===== src/rtl/mem_port_arbiter.sv =====
// mem_port_arbiter: shares one memory port between fetch and load/store, routing in-order responses back by owner.
// Optional MEM_ARB_ROUND_ROBIN_EN: round-robin on contention instead of data-first priority.
module mem_port_arbiter #(
    parameter int OUTST_DEPTH = 2
) (
    input  logic        clk,
    input  logic        reset_n,
    input  logic        instr_req,
    input  logic [31:0] instr_addr,
    output logic        instr_gnt,
    output logic [31:0] instr_rdata,
    output logic        instr_valid,
    output logic        instr_err,
    input  logic        data_req,
    input  logic        data_wr,
    input  logic [31:0] data_addr,
    input  logic [31:0] data_wdata,
    input  logic [3:0]  data_be,
    output logic        data_gnt,
    output logic [31:0] data_rdata,
    output logic        data_valid,
    output logic        data_error,
    output logic        mem_req,
    output logic        mem_wr,
    output logic [31:0] mem_addr,
    output logic [31:0] mem_wdata,
    output logic [3:0]  mem_be,
    input  logic        mem_gnt,
    input  logic [31:0] mem_rdata,
    input  logic        mem_valid,
    input  logic        mem_err,
    output logic        resp_orphan
);
    localparam int PW = OUTST_DEPTH > 1 ? $clog2(OUTST_DEPTH) : 1;
    localparam int CW = $clog2(OUTST_DEPTH) + 1;
    logic          locked, lock_sel, sel, sel_req, full, push, pop, head, pri;
    logic          owner [OUTST_DEPTH];
    logic [PW-1:0] wr_ptr, rd_ptr, wr_nxt, rd_nxt;
    logic [CW-1:0] count;
`ifdef MEM_ARB_ROUND_ROBIN_EN
    logic last_gnt;
    assign pri = ~last_gnt;
`else
    assign pri = 1'b1;
`endif
    // sel: 0 = fetch, 1 = load/store; a stalled request keeps its registered owner
    assign sel         = locked ? lock_sel : (instr_req && data_req) ? pri : data_req;
    assign sel_req     = sel ? data_req : instr_req;
    assign full        = count == CW'(OUTST_DEPTH);
    assign mem_req     = reset_n && sel_req && !full;
    assign mem_wr      = sel && data_wr;
    assign mem_addr    = sel ? data_addr : instr_addr;
    assign mem_wdata   = sel ? data_wdata : '0;
    assign mem_be      = sel ? data_be : 4'hF;
    assign push        = mem_req && mem_gnt;
    assign instr_gnt   = push && !sel;
    assign data_gnt    = push && sel;
    assign pop         = mem_valid && count != '0;
    assign head        = owner[rd_ptr];
    assign instr_valid = reset_n && pop && !head;
    assign data_valid  = reset_n && pop && head;
    assign instr_err   = instr_valid && mem_err;
    assign data_error  = data_valid && mem_err;
    assign instr_rdata = mem_rdata;
    assign data_rdata  = mem_rdata;
    assign resp_orphan = reset_n && mem_valid && count == '0;
    assign wr_nxt      = wr_ptr == PW'(OUTST_DEPTH - 1) ? '0 : wr_ptr + 1'b1;
    assign rd_nxt      = rd_ptr == PW'(OUTST_DEPTH - 1) ? '0 : rd_ptr + 1'b1;

    always_ff @(posedge clk) begin
        if (push) owner[wr_ptr] <= sel;
    end

    always_ff @(posedge clk or negedge reset_n) begin
        if (!reset_n) begin
            locked   <= 1'b0;
            lock_sel <= 1'b0;
            wr_ptr   <= '0;
            rd_ptr   <= '0;
            count    <= '0;
`ifdef MEM_ARB_ROUND_ROBIN_EN
            last_gnt <= 1'b0;
`endif
        end else begin
            locked   <= sel_req && !push && (mem_req || locked);
            lock_sel <= sel;
            wr_ptr   <= push ? wr_nxt : wr_ptr;
            rd_ptr   <= pop ? rd_nxt : rd_ptr;
            count    <= count + CW'(push) - CW'(pop);
`ifdef MEM_ARB_ROUND_ROBIN_EN
            last_gnt <= push ? sel : last_gnt;
`endif
        end
    end
endmodule


===== config.mk =====
export PLATFORM = sky130hd
export DESIGN_NAME = mem_port_arbiter
export DESIGN_NICKNAME = d
export VERILOG_FILES = /design/src/rtl/mem_port_arbiter.sv
export SDC_FILE = /design/constraint.sdc
export NUM_CORES = 1
export LEC_CHECK = 0
export BUFFER_PORTS_ARGS = -buffer_cell sky130_fd_sc_hd__buf_4
export CAP_MARGIN = 20
export CORE_AREA = 2 2 109 111
export DETAILED_ROUTE_END_ITERATION = 8
export DIE_AREA = 0 0 111 113
export GPL_ROUTABILITY_DRIVEN = 1
export PLACE_DENSITY = 0.49
export SLEW_MARGIN = 20
export SYNTH_ARGS = -nofsm -noshare
export SYNTH_HDL_FRONTEND = slang
export SYNTH_SLANG_ARGS = --single-unit

===== constraint.sdc =====
create_clock -name clk -period 2.9 [get_ports clk]
set_input_delay 0 -clock clk [delete_from_list [all_inputs] [get_ports clk]]
set_output_delay 0 -clock clk [all_outputs]
set_load 0.05 [all_outputs]

Word level (Yosys, flattened, before mapping) --
Memory sizes are Yosys's and may differ from the RTL's. Index checks and enable logic that the tools add are counted. Widths: inputs -> output; s select.
Operators by class: add/subtract/negate cells 4, equality and inequality tests 1, muxes and demuxes 10, reductions and logical operators 24
Operator list (number):
- $mux 32 | 2
- $logic_and 1x1->1 | 17
- $mux 1 | 7
- $logic_not 1->1 | 4
- $mux 4 | 1
- $add 1x1->1 const B | 2
- $add 2x1->2 | 1
- $eq 2x2->1 const B | 1
- $logic_not 2->1 | 1
- $reduce_bool 2->1 | 1
- $sub 2x1->2 | 1
- $logic_or 1x1->1 | 1
Storage, ports and cells: register bits 6, memory bits (writable) 2, output and inout bits 141, logic and storage cells 45, memories 1
Memories:
- owner | words 2, width 1, rd ports 1, clocked after Yosys merged registers in 0, wr ports 1, line 37 | logic owner [OUTST_DEPTH];

Logic depth before layout (Yosys ltp) --
depth after elaboration 10, gate-level depth with buffers 5, depth with buffers taken out 5

Worst setup path after synthesis --
OpenSTA, ideal clock, no wires.
kind reg2out, start register rd_ptr, end output instr_err, arrival time 2.350 ns, setup slack 0.550 ns, stages on the path, launching flop included 4, cells stage by stage dfrtp_1 mux2i_1 nor3b_1 and2_1
Between the ends: cells in the longest elaborated chain, start to end 4
RTL lines:
- start, declared | line 38 | logic [PW-1:0] wr_ptr, rd_ptr, wr_nxt, rd_nxt;
- start signal, assigned | line 88 | rd_ptr <= pop ? rd_nxt : rd_ptr;
- $mem_v2 2x1
- $logic_not 1->1 | line 60 | assign instr_valid = reset_n && pop && !head;
- $logic_and 1x1->1 | line 60
- via instr_valid | line 12 | output logic instr_valid,
- $logic_and 1x1->1 | line 62 | assign instr_err = instr_valid && mem_err;
- end, declared | line 13 | output logic instr_err,
The timed path passes the listed nets, and every way through them passes these cells.

Worst setup path in the final report --
start register locked, end output mem_addr[1]
Between the ends: cells in the longest elaborated chain, start to end 2
RTL lines:
- start, declared | line 36 | logic locked, lock_sel, sel, sel_req, full, push, pop, head, pri;
- start signal, assigned | line 85 | locked <= sel_req && !push && (mem_req || locked);
- $mux 1 | line 47 | assign sel = locked ? lock_sel : (instr_req && data_req) ? pri : data_req;
- $mux 32 | line 52 | assign mem_addr = sel ? data_addr : instr_addr;
- end, declared | line 25 | output logic [31:0] mem_addr,
Every way passes these cells.

==> results.tsv <==
stage	metric	value	unit
pwr	leakage	1.48	nW
synth	synth_area	1690	µm²
timing	rsz0062_at_grt	false	
cells_and_area	drive_gt1_frac	0.751	
timing	relSlewSlack	0.606	
setup_path	cp_common_cell	buf_4	
timing	fin_crit_sh	0.687	
synth	syn_avg_cell_area	9.26	µm²
synth	synth-seq-area-share	0.125	
synth	ys_types	25	
global_routing	grt_overflow	0	
synth	synth_fp_nets	323	
setup_path	cpPeakStageDelay	490	ps
synth	ys_seq_elements	8	
floorplan	die_h	113	µm
route	drt_iter0_drc	25	
route	wire_per_inst	12.8	µm
place	dp_hpwl	4930	µm
synth	syn_inst	182	
route	route.detailed.drc	0	
place	gp_congestion	0.737	
route	viasPerCell	3.64	
outcome	status	completed	
pwr	power.density	799	nW/µm²
timing	min_period	1990	ps
floorplan	placementRows	39	
clock_network	cts.sinks	8	
setup_path	reg2reg_from	count[1]	
synth	synth_xor_xnor_area_share	0.0260	
timing	final.setup.tns	0	ps
cells_and_area	fin_nets	443	
global_routing	grt_max_degree	47	
flow_run	drv_cap	0	
clock_network	cts_root_buffer	clkbuf_16	
floorplan	initial_core_util	0.150	
floorplan	ios	281	
clock_network	clkLatencyLatePin	230	ps
clock_network	cts_resized	0	
route	routed_wl	5680	µm
timing	whs	0.0237	ps
setup_path	crit_chain	mux2i_4 > buf_4 > mux2_4 > buf_4	
place	placed_cell_area	2720	µm²
min_path	min_from	mem_rdata[16]	
setup_path	cpMaxStageDelayCell	buf_4	
timing	tightestPinTransition	591	ps
place	port_buffers	184	
clock_network	cts_setup_buffers	0	
synth	synth_compound_area_frac	0.00817	
setup_path	worstSetupPathType	reg -> out	
min_path	min_to	instr_rdata[16]	
pwr	max-vdd-ir-drop	0.245	mV
cells_and_area	area_growth	66.4	%
route	first_pass_iters	4	
clock_network	clk_pin_slew	40	ps
synth	synth_top_family_by_area	buffers and inverters	
clock_network	cts_htree_levels	1	
floorplan	die_x	111	µm
timing	setup_viol	0	
floorplan	dieArea	12500	µm²
global_routing	grt_pass1_wl	8280	µm
timing	report.final.slew_viol_count	0	
global_routing	grtUsageTotal	0.0808	
setup_path	worstPathArrival	1990	ps
place	place_inst	439	
min_path	hold_class	in -> out	
clock_network	cts_made_buffers	3	
floorplan	core	11300	µm²
setup_path	crit_path_max_fanout	46	
setup_path	critPathLaunchType	register	
setup_path	rr_worst_depth	5	
setup_path	r2r-end	count[1]	
cells_and_area	design_area	2800	µm²
setup_path	regToRegSetupSlack	1390	ps
timing	fin_skew	2.76	ps
synth	yosys.area_share.adder	0.00742	
synth	muxShareOfSynthArea	0.308	
synth	synth_simple_gate_area_frac	0.195	
clock_network	clockBufferDepth	2	
synth	synth-warning-count	0	
route	detail-route-antenna-nets	0	
clock_network	cts_tree	yes	
timing	max_clock_freq	502	MHz
pwr	p_total	0.00224	W
timing	hold_viol	0	
setup_path	worstPathRequired	2900	ps
clock_network	ctsHoldBuffers	1	
cells_and_area	antenna_cells	0	
route	route.vias.total	1615	
cells_and_area	final_cells	444	
setup_path	worstSetupEndpointType	primary output	
global_routing	grt_pass1_vias	1588	
min_path	hold_depth	0	
global_routing	antenna_found_initial	0	
Yosys cell counts:
library cell  number  area [µm²]
edfxtp_1           2        60.1
mux2i_1            2        20.0
inv_1              3        11.3
xor2_1             2        17.5
o2bb2ai_1          1        8.76
mux2_4            31         465
nor3b_1            2        15.0
nor3_1             3        15.0
clkbuf_2           1        5.00
and2_1             2        12.5
buf_6              4        45.0
or2_2              4        25.0
buf_4             64         480
ha_1               1        12.5
buf_2              3        15.0
and3_1             1        6.26
nor2_1             6        22.5
mux2_2             1        11.3
mux2i_4            1        22.5
nand2_1            2        7.51
nor2b_1           34         213
dfrtp_1            6         150
a21oi_1            1        5.00
nand2b_1           2        12.5
xnor2_1            3        26.3
stage by stage:
stage	utilization	worst slack, ps
after global routing	0.249	799
after floorplan	-	550
final	0.249	908
after CTS	0.249	902
after global placement	0.241	1200
after detailed placement	0.241	1140
critical path: cells and delay by family (launching register included):
kind | cells | cell delay [ps]
buffers and inverters | 2 | 680
flip-flops | 1 | 420
multiplexers | 2 | 610
area by class of cell:
class | instances | area, µm²
repair buffers | 187 | 1410
inverters | 3 | 11.3
flip-flops and latches | 8 | 210
multi-input cells | 99 | 918
fillers | 1243 | 8470
well taps | 143 | 179
clock buffers | 4 | 78.8
sequential cells by signal (all words and copies together) (netlist names):
register	count
count	2
owner	2
lock_sel	1
locked	1
rd_ptr	1
wr_ptr	1
layer usage:
| layer | GRT usage | part of all wire | up-vias |
|---|---|---|---|
| li1 | - | - | 758 |
| met1 | 0.0932 | 0.37 | 703 |
| met2 | 0.135 | 0.48 | 139 |
| met3 | 0.0354 | 0.14 | 15 |
| met4 | 0.0258 | 0.013 | 0 |
| met5 | 0 | 0 | - |
cells in the final DEF, fill, tap and decap left out:
cell	synthesis	routed
inv_1	3	3
nand2b_1	2	2
and3_1	1	1
clkbuf_16	0	3
mux2_2	1	1
nand2_1	2	2
and2_1	2	2
dlygate4sd3_1	0	1
ha_1	1	1
or2_2	4	4
nor3b_1	2	2
xnor2_1	3	3
a21oi_1	1	1
mux2_4	31	31
mux2i_1	2	2
mux2i_4	1	1
nor3_1	3	3
edfxtp_1	2	2
nor2b_1	34	34
o2bb2ai_1	1	1
nor2_1	6	6
xor2_1	2	2
buf_4	64	186
dfrtp_1	6	6
clkbuf_1	0	1
cells by family (layout without fill, tap and decap cells):
kind of cell | after synthesis | in the layout
mux | 35 | 35
simple gates | 56 | 56
xor+xnor | 5 | 5
flops | 8 | 8
compound gates | 2 | 2
fa+ha+maj | 1 | 1
buf+inv | 75 | 194
worst max-delay path by stage:
stage / start / depth (start not counted) / endpoint
final: locked / 4 / mem_addr[1]
after global routing: locked / 4 / mem_addr[2]
after CTS: locked / 4 / mem_addr[1]
after detailed placement: locked / 4 / mem_addr[1]
after global placement: locked / 4 / mem_addr[20]
after floorplan: rd_ptr / 3 / instr_err
report_power, final:
part / total [W] / switching [W] / leakage, nW / internal [W]
clock: 0.000235 / 0.0000522 / 0.0382 / 0.000183
sequential: 0.000205 / 0.0000413 / 0.0893 / 0.000164
combinational: 0.00180 / 0.00114 / 1.35 / 0.000660
total: 0.00224 / 0.00123 / 1.48 / 0.00101
No activity file was read; power rests on OpenSTA's default activity.
